==> src/rtl/counter_1k.sv <==
// counter_1k: 0..MAX_COUNT up/down counter stepped at TICK_HZ, with a
// synchronised, edge-detected asynchronous LOAD and saturating load clamp.
module counter_1k #(
  parameter int unsigned CLK_HZ    = 50000000,
  parameter int unsigned TICK_HZ   = 10,
  parameter int unsigned MAX_COUNT = 999
) (
  input  logic       CLOCK_50,
  input  logic       RESET_N,
  input  logic       EN,
  input  logic       UP_DN,
  input  logic       LOAD,
  input  logic [9:0] LOAD_VAL,
  output logic [9:0] BIN,
  output logic       TICK,
  output logic       WRAP
);

  localparam int unsigned DIV      = CLK_HZ / TICK_HZ;
  localparam int unsigned PW       = $clog2(DIV);
  localparam logic [PW-1:0] PRE_LAST = PW'(DIV - 1);
  localparam logic [9:0]    MAXC     = 10'(MAX_COUNT);

  logic [PW-1:0] pre_q, pre_d;
  logic          sync1_q, sync2_q, prev_q;
  logic          valid_q, arm_q;
  logic [9:0]    bin_q, bin_d;
  logic          tick_q, tick_d;
  logic          wrap_q, wrap_d;

  logic          load_pulse;
  logic          pre_last;
  logic [9:0]    load_value;

  // arm_q only sets once the synchronizer has captured a genuine low sample
  // after reset, so a LOAD already high at reset release never loads.
  assign load_pulse = arm_q & sync2_q & ~prev_q;
  assign pre_last   = (pre_q == PRE_LAST);
  assign load_value = (LOAD_VAL > MAXC) ? MAXC : LOAD_VAL;

  // LOAD synchronizer, edge-detect history and re-arm tracking
  always_ff @(posedge CLOCK_50 or negedge RESET_N) begin
    if (!RESET_N) begin
      sync1_q <= 1'b0;
      sync2_q <= 1'b0;
      prev_q  <= 1'b0;
      valid_q <= 1'b0;
      arm_q   <= 1'b0;
    end else begin
      sync1_q <= LOAD;
      sync2_q <= sync1_q;
      prev_q  <= sync2_q;
      valid_q <= 1'b1;
      arm_q   <= arm_q | (valid_q & ~sync1_q);
    end
  end

  // Prescaler next state: free-running 0..DIV-1, cleared by a load
  always_comb begin
    pre_d = pre_q + 1'b1;
    if (load_pulse || pre_last) begin
      pre_d = '0;
    end
  end

  // Count, step strobe and wrap strobe next state; load beats a step
  always_comb begin
    bin_d  = bin_q;
    wrap_d = 1'b0;
    tick_d = pre_last;
    if (load_pulse) begin
      bin_d = load_value;
    end else if (pre_last && EN) begin
      if (UP_DN) begin
        if (bin_q >= MAXC) begin
          bin_d  = '0;
          wrap_d = 1'b1;
        end else begin
          bin_d = bin_q + 10'd1;
        end
      end else begin
        if (bin_q == '0) begin
          bin_d  = MAXC;
          wrap_d = 1'b1;
        end else begin
          bin_d = bin_q - 10'd1;
        end
      end
    end
  end

  // Prescaler, count and strobe registers
  always_ff @(posedge CLOCK_50 or negedge RESET_N) begin
    if (!RESET_N) begin
      pre_q  <= '0;
      bin_q  <= '0;
      tick_q <= 1'b0;
      wrap_q <= 1'b0;
    end else begin
      pre_q  <= pre_d;
      bin_q  <= bin_d;
      tick_q <= tick_d;
      wrap_q <= wrap_d;
    end
  end

  assign BIN  = bin_q;
  assign TICK = tick_q;
  assign WRAP = wrap_q;

endmodule

==> config.mk <==
export PLATFORM = sky130hd
export DESIGN_NAME = counter_1k
export DESIGN_NICKNAME = d
export VERILOG_FILES = /design/src/rtl/counter_1k.sv
export SDC_FILE = /design/constraint.sdc
export NUM_CORES = 1
export LEC_CHECK = 0
export ABC_AREA = 1
export BUFFER_PORTS_ARGS = -buffer_cell sky130_fd_sc_hd__buf_4
export CORE_MARGIN = 3
export CORE_UTILIZATION = 45
export CTS_CLUSTER_DIAMETER = 40
export CTS_CLUSTER_SIZE = 16
export DETAILED_ROUTE_END_ITERATION = 8
export GPL_ROUTABILITY_DRIVEN = 0
export HOLD_SLACK_MARGIN = 0.15
export PLACE_DENSITY = 0.71
export SLEW_MARGIN = 15
export SYNTH_ARGS = -nofsm -noshare
export SYNTH_HDL_FRONTEND = slang
export SYNTH_SLANG_ARGS = --single-unit
==> constraint.sdc <==
create_clock -name CLOCK_50 -period 1.8 [get_ports CLOCK_50]
set_input_delay 0.09 -clock CLOCK_50 [delete_from_list [all_inputs] [get_ports CLOCK_50]]
set_output_delay 0.09 -clock CLOCK_50 [all_outputs]
set_load 0.02 [all_outputs]
==> impl_metrics.csv, run 1 <==
group,metric,value,unit
run_status,status,"finished clean",
cells_and_area,multi_input_area,0.00154,mm^2
clock_tree,cts_max_level,2,
cells_and_area,diodes,0,
clock_tree,cts_root_buf,"clkbuf_8",
global_routing,grt_pass1_vias,2501,
placed_design,dpl.cell_count,496,
worst_setup_path,r2r_cells,8,
cells_and_area,fill_cells,559,
sta,rsz0062_at_grt,"false",
worst_setup_path,rr_endpoint,"BIN[7]$_DFFE_PN0P_",
die,dieArea,0.00714,mm^2
sta,fmax,0.609,GHz
yosys,yosysSeqAreaShare,0.361,
drt,met1_length,3350,um
run,cap_viol_max_count,0,
placed_design,dpl_cell_area,0.00306,mm^2
worst_hold_path,hold_path_depth,5,
drt,firstDrtPassIters,5,
sta,fin_crit,1.64,ns
yosys,synth_area,0.00277,mm^2
worst_setup_path,critPathSlowestCell,"dfrtp_1",
drt,initialDrtViolationCount,281,
sta,worst_pin_slew,0.514,ns
global_routing,antenna_found_initial,0,
yosys,ys_ff_latch,40,
die,io_pins,27,
cells_and_area,seq_area,0.00100,mm^2
drt,top_layer,"met4",
clock_tree,clk_pin_slew,0.08,ns
sta,finalCritPeriodShare,0.913,
cells_and_area,drive_gt1_frac,0.165,
power,power.density,812,mW/mm^2
clock_tree,clock_sinks,40,
sta,setup_ws,0.157,ns
drt,drcViolationCount,0,
yosys,avgSynthCellArea,6.97,um^2
cells_and_area,fin_cells,514,
drt,detail-route-antenna-nets,0,
global_routing,overflow,0,
worst_hold_path,hp-class,"input pin to register",
worst_hold_path,min_to,"BIN[9]$_DFFE_PN0P_",
worst_setup_path,cp-end-kind,"register",
drt,wl_met2,3000,um
die,initial_core_util,0.483,
clock_tree,cts_tree,"built",
drt,post_drt_wl_per_cell,13.2,um
placed_design,pre_cts_ws,0.0680,ns
worst_hold_path,hold_start,"LOAD_VAL[9]",
die,core_area,0.00574,mm^2
worst_setup_path,cp_common_cell,"nand2_1",
die,die_x,84.5,um
power,p_leak,1.60,nW
sta,tns,0,ns
drt,wl,6810,um
cells_and_area,nets,459,
worst_setup_path,r2r_start,"BIN[1]$_DFFE_PN0P_",
sta,slew_headroom,0.657,
yosys,yosysWarnings,0,
worst_setup_path,start_kind,"register",
cells_and_area,layout_common_cells,"nand2_1 (113), nor2_1 (62), nand3_1 (44), inv_1 (42), dfrtp_1 (40)",
drt,via_per_inst,5.19,
die,fp.dieH,84.5,um
global_routing,grt_pass1_wl,11600,um
sta,whs,0.170,ns
global_routing,track_usage,0.197,
sta,skew,0.00612,ns
worst_setup_path,r2r_setup_slack,0.16,ns
clock_tree,cts_buffers,5,
drt,dr_wl_met3,407,um
worst_setup_path,cpPeakStageDelay,0.44,ns
placed_design,hpwl,5070,um
die,rows,27,
yosys,yosysUniqueCellTypes,32,
worst_setup_path,crit_type,"register to register",
clock_tree,clock_path_buffers,2,
cells_and_area,final_common_cell,"nand2_1",
sta,hold_viol_final,0,
global_routing,grt_max_degree,41,
yosys,syn_inst,398,
worst_setup_path,path_cells,"ha_1 > nand2_1 > nand2_1 > a21oi_4 > nand3_1 > nand3_1 > nand2_1 > nand2_1",
worst_setup_path,cp_data_required_time,2.04,ns
placed_design,numPortBuffers,26,
cells_and_area,fin_area,0.00327,mm^2
sta,drv_slew,0,
sta,setup_viol,0,
yosys,syn_nets,416,
cells_and_area,synthToLayoutAreaGrowth,18.0,%
power,vdd_ir_drop_max,0.415,mV
drt,via_count,2668,
worst_setup_path,critPathArrivalTime,1.88,ns
clock_tree,clk_latency,0.30,ns
worst_setup_path,critPathMaxFanout,9,
==> cells in the mapped netlist <==
cell / number / area share
nand2_1: 113 / 0.15
nor2_1: 63 / 0.085
nand3_1: 44 / 0.079
inv_1: 42 / 0.057
dfrtp_1: 40 / 0.36
xor2_1: 14 / 0.044
inv_2: 8 / 0.011
nand4_1: 8 / 0.018
nor3_1: 8 / 0.014
o21ai_0: 7 / 0.013
a21oi_1: 6 / 0.011
buf_6: 4 / 0.016
nand2_2: 4 / 0.0090
nand3_2: 4 / 0.014
nor2_4: 4 / 0.016
nor3_2: 4 / 0.014
ha_1: 3 / 0.014
nand3b_1: 3 / 0.0081
buf_2: 2 / 0.0036
nor2_2: 2 / 0.0045
nor3_4: 2 / 0.012
or2_1: 2 / 0.0045
xnor2_1: 2 / 0.0063
a21o_1: 1 / 0.0027
a21oi_4: 1 / 0.0059
a31oi_1: 1 / 0.0023
and3_1: 1 / 0.0023
conb_1: 1 / 0.0014
inv_4: 1 / 0.0023
nand2_4: 1 / 0.0041
nand4_4: 1 / 0.0077
o211ai_1: 1 / 0.0027
==> layer usage <==
metal / global-route usage / vias up
met5: 0 / -
met3: 0.0451 / 10
met2: 0.302 / 92
met4: 0.0345 / 0
met1: 0.287 / 1223
li1: - / 1343
==> power breakdown <==
| part | internal, W | switching (W) | total (W) |
|---|---|---|---|
| combinational | 0.000347 | 0.000509 | 0.000856 |
| sequential | 0.000992 | 0.000158 | 0.00115 |
| clock | 0.000311 | 0.000339 | 0.000650 |
==> worst max path at each step <==
stage                  startpoint  cells after the start             endpoint  slack (ns)
6_report       BIN[1]$_DFFE_PN0P_                      8   BIN[7]$_DFFE_PN0P_        0.16
5_1_grt        BIN[0]$_DFFE_PN0P_                     10   BIN[7]$_DFFE_PN0P_      0.0005
4_1_cts        pre_q[0]$_DFF_PN0_                      7   pre_q[9]$_DFF_PN0_        0.05
3_5_place_dp   pre_q[0]$_DFF_PN0_                      7   pre_q[9]$_DFF_PN0_        0.07
3_3_place_gp   pre_q[0]$_DFF_PN0_                      7  pre_q[10]$_DFF_PN0_        0.10
2_1_floorplan  BIN[0]$_DFFE_PN0P_                      9   BIN[3]$_DFFE_PN0P_        0.23
==> sequential cells by signal, indices dropped and copies added (netlist names) <==
name	count
BIN	10
sync2_q	1
pre_q	23
TICK	1
arm_q	1
sync1_q	1
WRAP	1
prev_q	1
valid_q	1
==> critical path, delay by kind of cell, from the launching register on <==
kind | cells | cell delay, ns
AO/OA/AOI/OAI | 1 | 0.30
adder cells (fa/ha/maj) | 1 | 0.22
flip-flops | 1 | 0.44
AND/OR/NAND/NOR | 6 | 0.60
==> cells by family (layout without fill, tap and decap cells) <==
| kind of cell | count (synthesis) | after routing | synth area share |
|---|---|---|---|
| flops | 40 | 40 | 0.361 |
| fa+ha+maj | 3 | 3 | 0.0135 |
| xor+xnor | 16 | 16 | 0.0505 |
| other cells | 1 | 1 | 0.00135 |
| compound gates | 17 | 17 | 0.0370 |
| buf+inv | 57 | 101 | 0.0898 |
| simple gates | 264 | 264 | 0.447 |
==> through the flow <==
stage               power (W)   util
finish                0.00266  0.570
global route          0.00285  0.570
CTS                   0.00267  0.568
detailed placement    0.00200  0.533
global placement      0.00198  0.533
floorplan             0.00172      -
==> what timing repair did <==
item,in CTS,in global routing
hold buffers,10,0
setup endpoints to repair,0,20
setup buffers,0,0
hold endpoints to repair,49,0
gates resized for setup,0,3
==> cell type report <==
type                            count  share of cell area
Clock buffer                        6              0.0252
Inverter                           51              0.0593
Timing Repair Buffer               42               0.108
Sequential cell                    40               0.306
Clock inverter                      2             0.00459
Tap cell                           72              0.0275
Multi-Input combinational cell    301               0.470
Note: power is estimated with default switching activity, not from simulation.
==> run 2: changes to the inputs <==
--- a/config.mk
+++ b/config.mk
@@ -7,14 +7,15 @@
 export LEC_CHECK = 0
 export ABC_AREA = 1
 export BUFFER_PORTS_ARGS = -buffer_cell sky130_fd_sc_hd__buf_4
+export CORE_ASPECT_RATIO = 1.2
 export CORE_MARGIN = 3
-export CORE_UTILIZATION = 45
+export CORE_UTILIZATION = 40
 export CTS_CLUSTER_DIAMETER = 40
 export CTS_CLUSTER_SIZE = 16
 export DETAILED_ROUTE_END_ITERATION = 8
 export GPL_ROUTABILITY_DRIVEN = 0
 export HOLD_SLACK_MARGIN = 0.15
-export PLACE_DENSITY = 0.71
+export PLACE_DENSITY = 0.66
 export SLEW_MARGIN = 15
 export SYNTH_ARGS = -nofsm -noshare
 export SYNTH_HDL_FRONTEND = slang
==> run 2 against run 1 <==
  * Clock skew is 0.0021 ns higher
  * Setup slack worse by 0.028 ns
  * Highest routed layer unchanged
  * Hold slack better by 0.0057 ns
  * Clock power is 4.8% lower
  * Largest power group unchanged
==> impl_metrics.csv, run 2 (same netlist as run 1, synthesis figures left out) <==
group,metric,value,unit
worst_hold_path,min_to,"BIN[9]$_DFFE_PN0P_",
die,dieArea,0.00797,mm^2
clock_tree,clk_latency,0.29,ns
worst_setup_path,critPathMaxFanout,10,
worst_hold_path,hold_start,"LOAD_VAL[9]",
worst_setup_path,r2r_cells,8,
sta,fmax,0.599,GHz
worst_setup_path,rr_endpoint,"BIN[8]$_DFFE_PN0P_",
drt,via_count,2676,
die,core_area,0.00657,mm^2
run_status,status,"finished clean",
run,cap_viol_max_count,0,
global_routing,grt.busiest_layer,"met2",
placed_design,numPortBuffers,26,
global_routing,grt_max_degree,41,
clock_tree,clk_pin_slew,0.07,ns
die,die_x,82.0,um
sta,tns,0,ns
clock_tree,clock_path_buffers,2,
worst_setup_path,cp-end-kind,"register",
worst_setup_path,critPathArrivalTime,1.85,ns
global_routing,track_usage,0.183,
drt,drcViolationCount,0,
global_routing,antenna_found_initial,0,
worst_setup_path,cp_data_required_time,1.98,ns
global_routing,grt_pass1_wl,11600,um
power,power.density,808,mW/mm^2
worst_setup_path,critPathSlowestCell,"dfrtp_1",
worst_setup_path,cpPeakStageDelay,0.43,ns
placed_design,hpwl,5250,um
cells_and_area,nets,459,
cells_and_area,synthToLayoutAreaGrowth,17.7,%
worst_setup_path,r2r_setup_slack,0.13,ns
cells_and_area,drive_gt1_frac,0.165,
clock_tree,post_cts.repair.setup_buffers,0,
cells_and_area,regMostFlops,"pre_q",
worst_setup_path,cp_common_cell,"nand2_1",
drt,detail-route-antenna-nets,0,
global_routing,met1_usage,0.215,
worst_hold_path,hold_path_depth,5,
sta,finalCritPeriodShare,0.928,
die,rows,32,
cells_and_area,fin_cells,527,
clock_tree,cts_tree,"built",
drt,post_drt_wl_per_cell,13.1,um
cells_and_area,largest_register_ffs,23,
placed_design,dpl.cell_count,510,
clock_tree,cts_root_buf,"clkbuf_8",
global_routing,use_met2,0.326,
worst_setup_path,crit_type,"register to register",
die,initial_core_util,0.422,
die,io_pins,27,
drt,initialDrtViolationCount,121,
worst_setup_path,r2r_start,"pre_q[0]$_DFF_PN0_",
sta,fin_crit,1.67,ns
drt,firstDrtPassIters,5,
sta,setup_viol,0,
power,vdd_ir_drop_max,0.414,mV
die,fp.dieH,97.2,um
clock_tree,cts_buffers,5,
power,p_leak,1.60,nW
sta,hold_viol_final,0,
sta,slew_headroom,0.650,
sta,skew,0.00820,ns
cells_and_area,final_util,0.497,
cells_and_area,final_common_cell,"nand2_1",
drt,via_per_inst,5.08,
worst_setup_path,path_cells,"ha_1 > nand3_2 > nor2_2 > nand4_4 > nand2_4 > inv_4 > nand2_1 > nand2_1",
global_routing,use_met3,0.0269,
sta,drv_slew,0,
sta,rsz0062_at_grt,"false",
power,total_power,0.00264,W
clock_tree,clock_sinks,40,
sta,worst_pin_slew,0.525,ns
cells_and_area,layout_common_cells,"nand2_1 (113), nor2_1 (62), nand3_1 (44), inv_1 (42), dfrtp_1 (39)",
clock_tree,cts_max_level,2,
cells_and_area,diodes,0,
global_routing,overflow,0,
global_routing,grt_pass1_vias,2539,
drt,wl,6930,um
worst_hold_path,hp-class,"input pin to register",
worst_setup_path,start_kind,"register",
==> run 2: report_power, final <==
group	internal, W	switching (W)
Clock	0.000313	0.000306
Combinational	0.000345	0.000527
Sequential	0.000994	0.000154
Total	0.00165	0.000986
==> run 2: timing repair <==
action	CTS	global route
setup endpoints to repair	0	9
gates resized for setup	0	3
hold buffers	9	0
endpoints found under the hold margin	48	0
==> run 2: worst max-delay path, delay by kind of cell (launching register included) <==
kind | cells | cell delay [ns]
simple gates | 6 | 0.80
flops | 1 | 0.43
buf+inv | 1 | 0.09
fa+ha+maj | 1 | 0.22
==> run 2: through the flow <==
stage               setup WS [ns]  area, um^2  hold WS (ns)
finish                      0.130        3260         0.175
global route              0.00397        3260         0.211
CTS                        0.0948        3250         0.167
detailed placement          0.110        3070         0.112
global placement            0.147        3070         0.109
floorplan                   0.226        2770        -0.206
==> run 2: how the worst max path moves through the flow <==
stage                             from                 end  slack [ns]  depth (start not counted)
finish              pre_q[0]$_DFF_PN0_  BIN[8]$_DFFE_PN0P_        0.13                          8
global route        pre_q[0]$_DFF_PN0_  BIN[4]$_DFFE_PN0P_       0.004                          8
CTS                 BIN[0]$_DFFE_PN0P_  BIN[5]$_DFFE_PN0P_        0.09                         10
detailed placement  BIN[0]$_DFFE_PN0P_  BIN[4]$_DFFE_PN0P_        0.11                          9
global placement    pre_q[0]$_DFF_PN0_  BIN[0]$_DFFE_PN0P_        0.15                          8
floorplan           BIN[0]$_DFFE_PN0P_  BIN[3]$_DFFE_PN0P_        0.23                          9
==> run 2: routing by layer <==
| metal | part of all wire | up-vias |
|---|---|---|
| met5 | 0 | - |
| met4 | 0.023 | 0 |
| met3 | 0.048 | 14 |
| met2 | 0.51 | 71 |
| met1 | 0.42 | 1260 |
| li1 | - | 1331 |
==> run 2: layout make-up <==
cell class | count | area, um^2
fill | 685 | 3300
multi-input combinational | 301 | 1530
clock buffer | 8 | 90.1
tap | 85 | 106
timing repair buffer | 42 | 338
sequential | 40 | 1000
inverter | 51 | 194
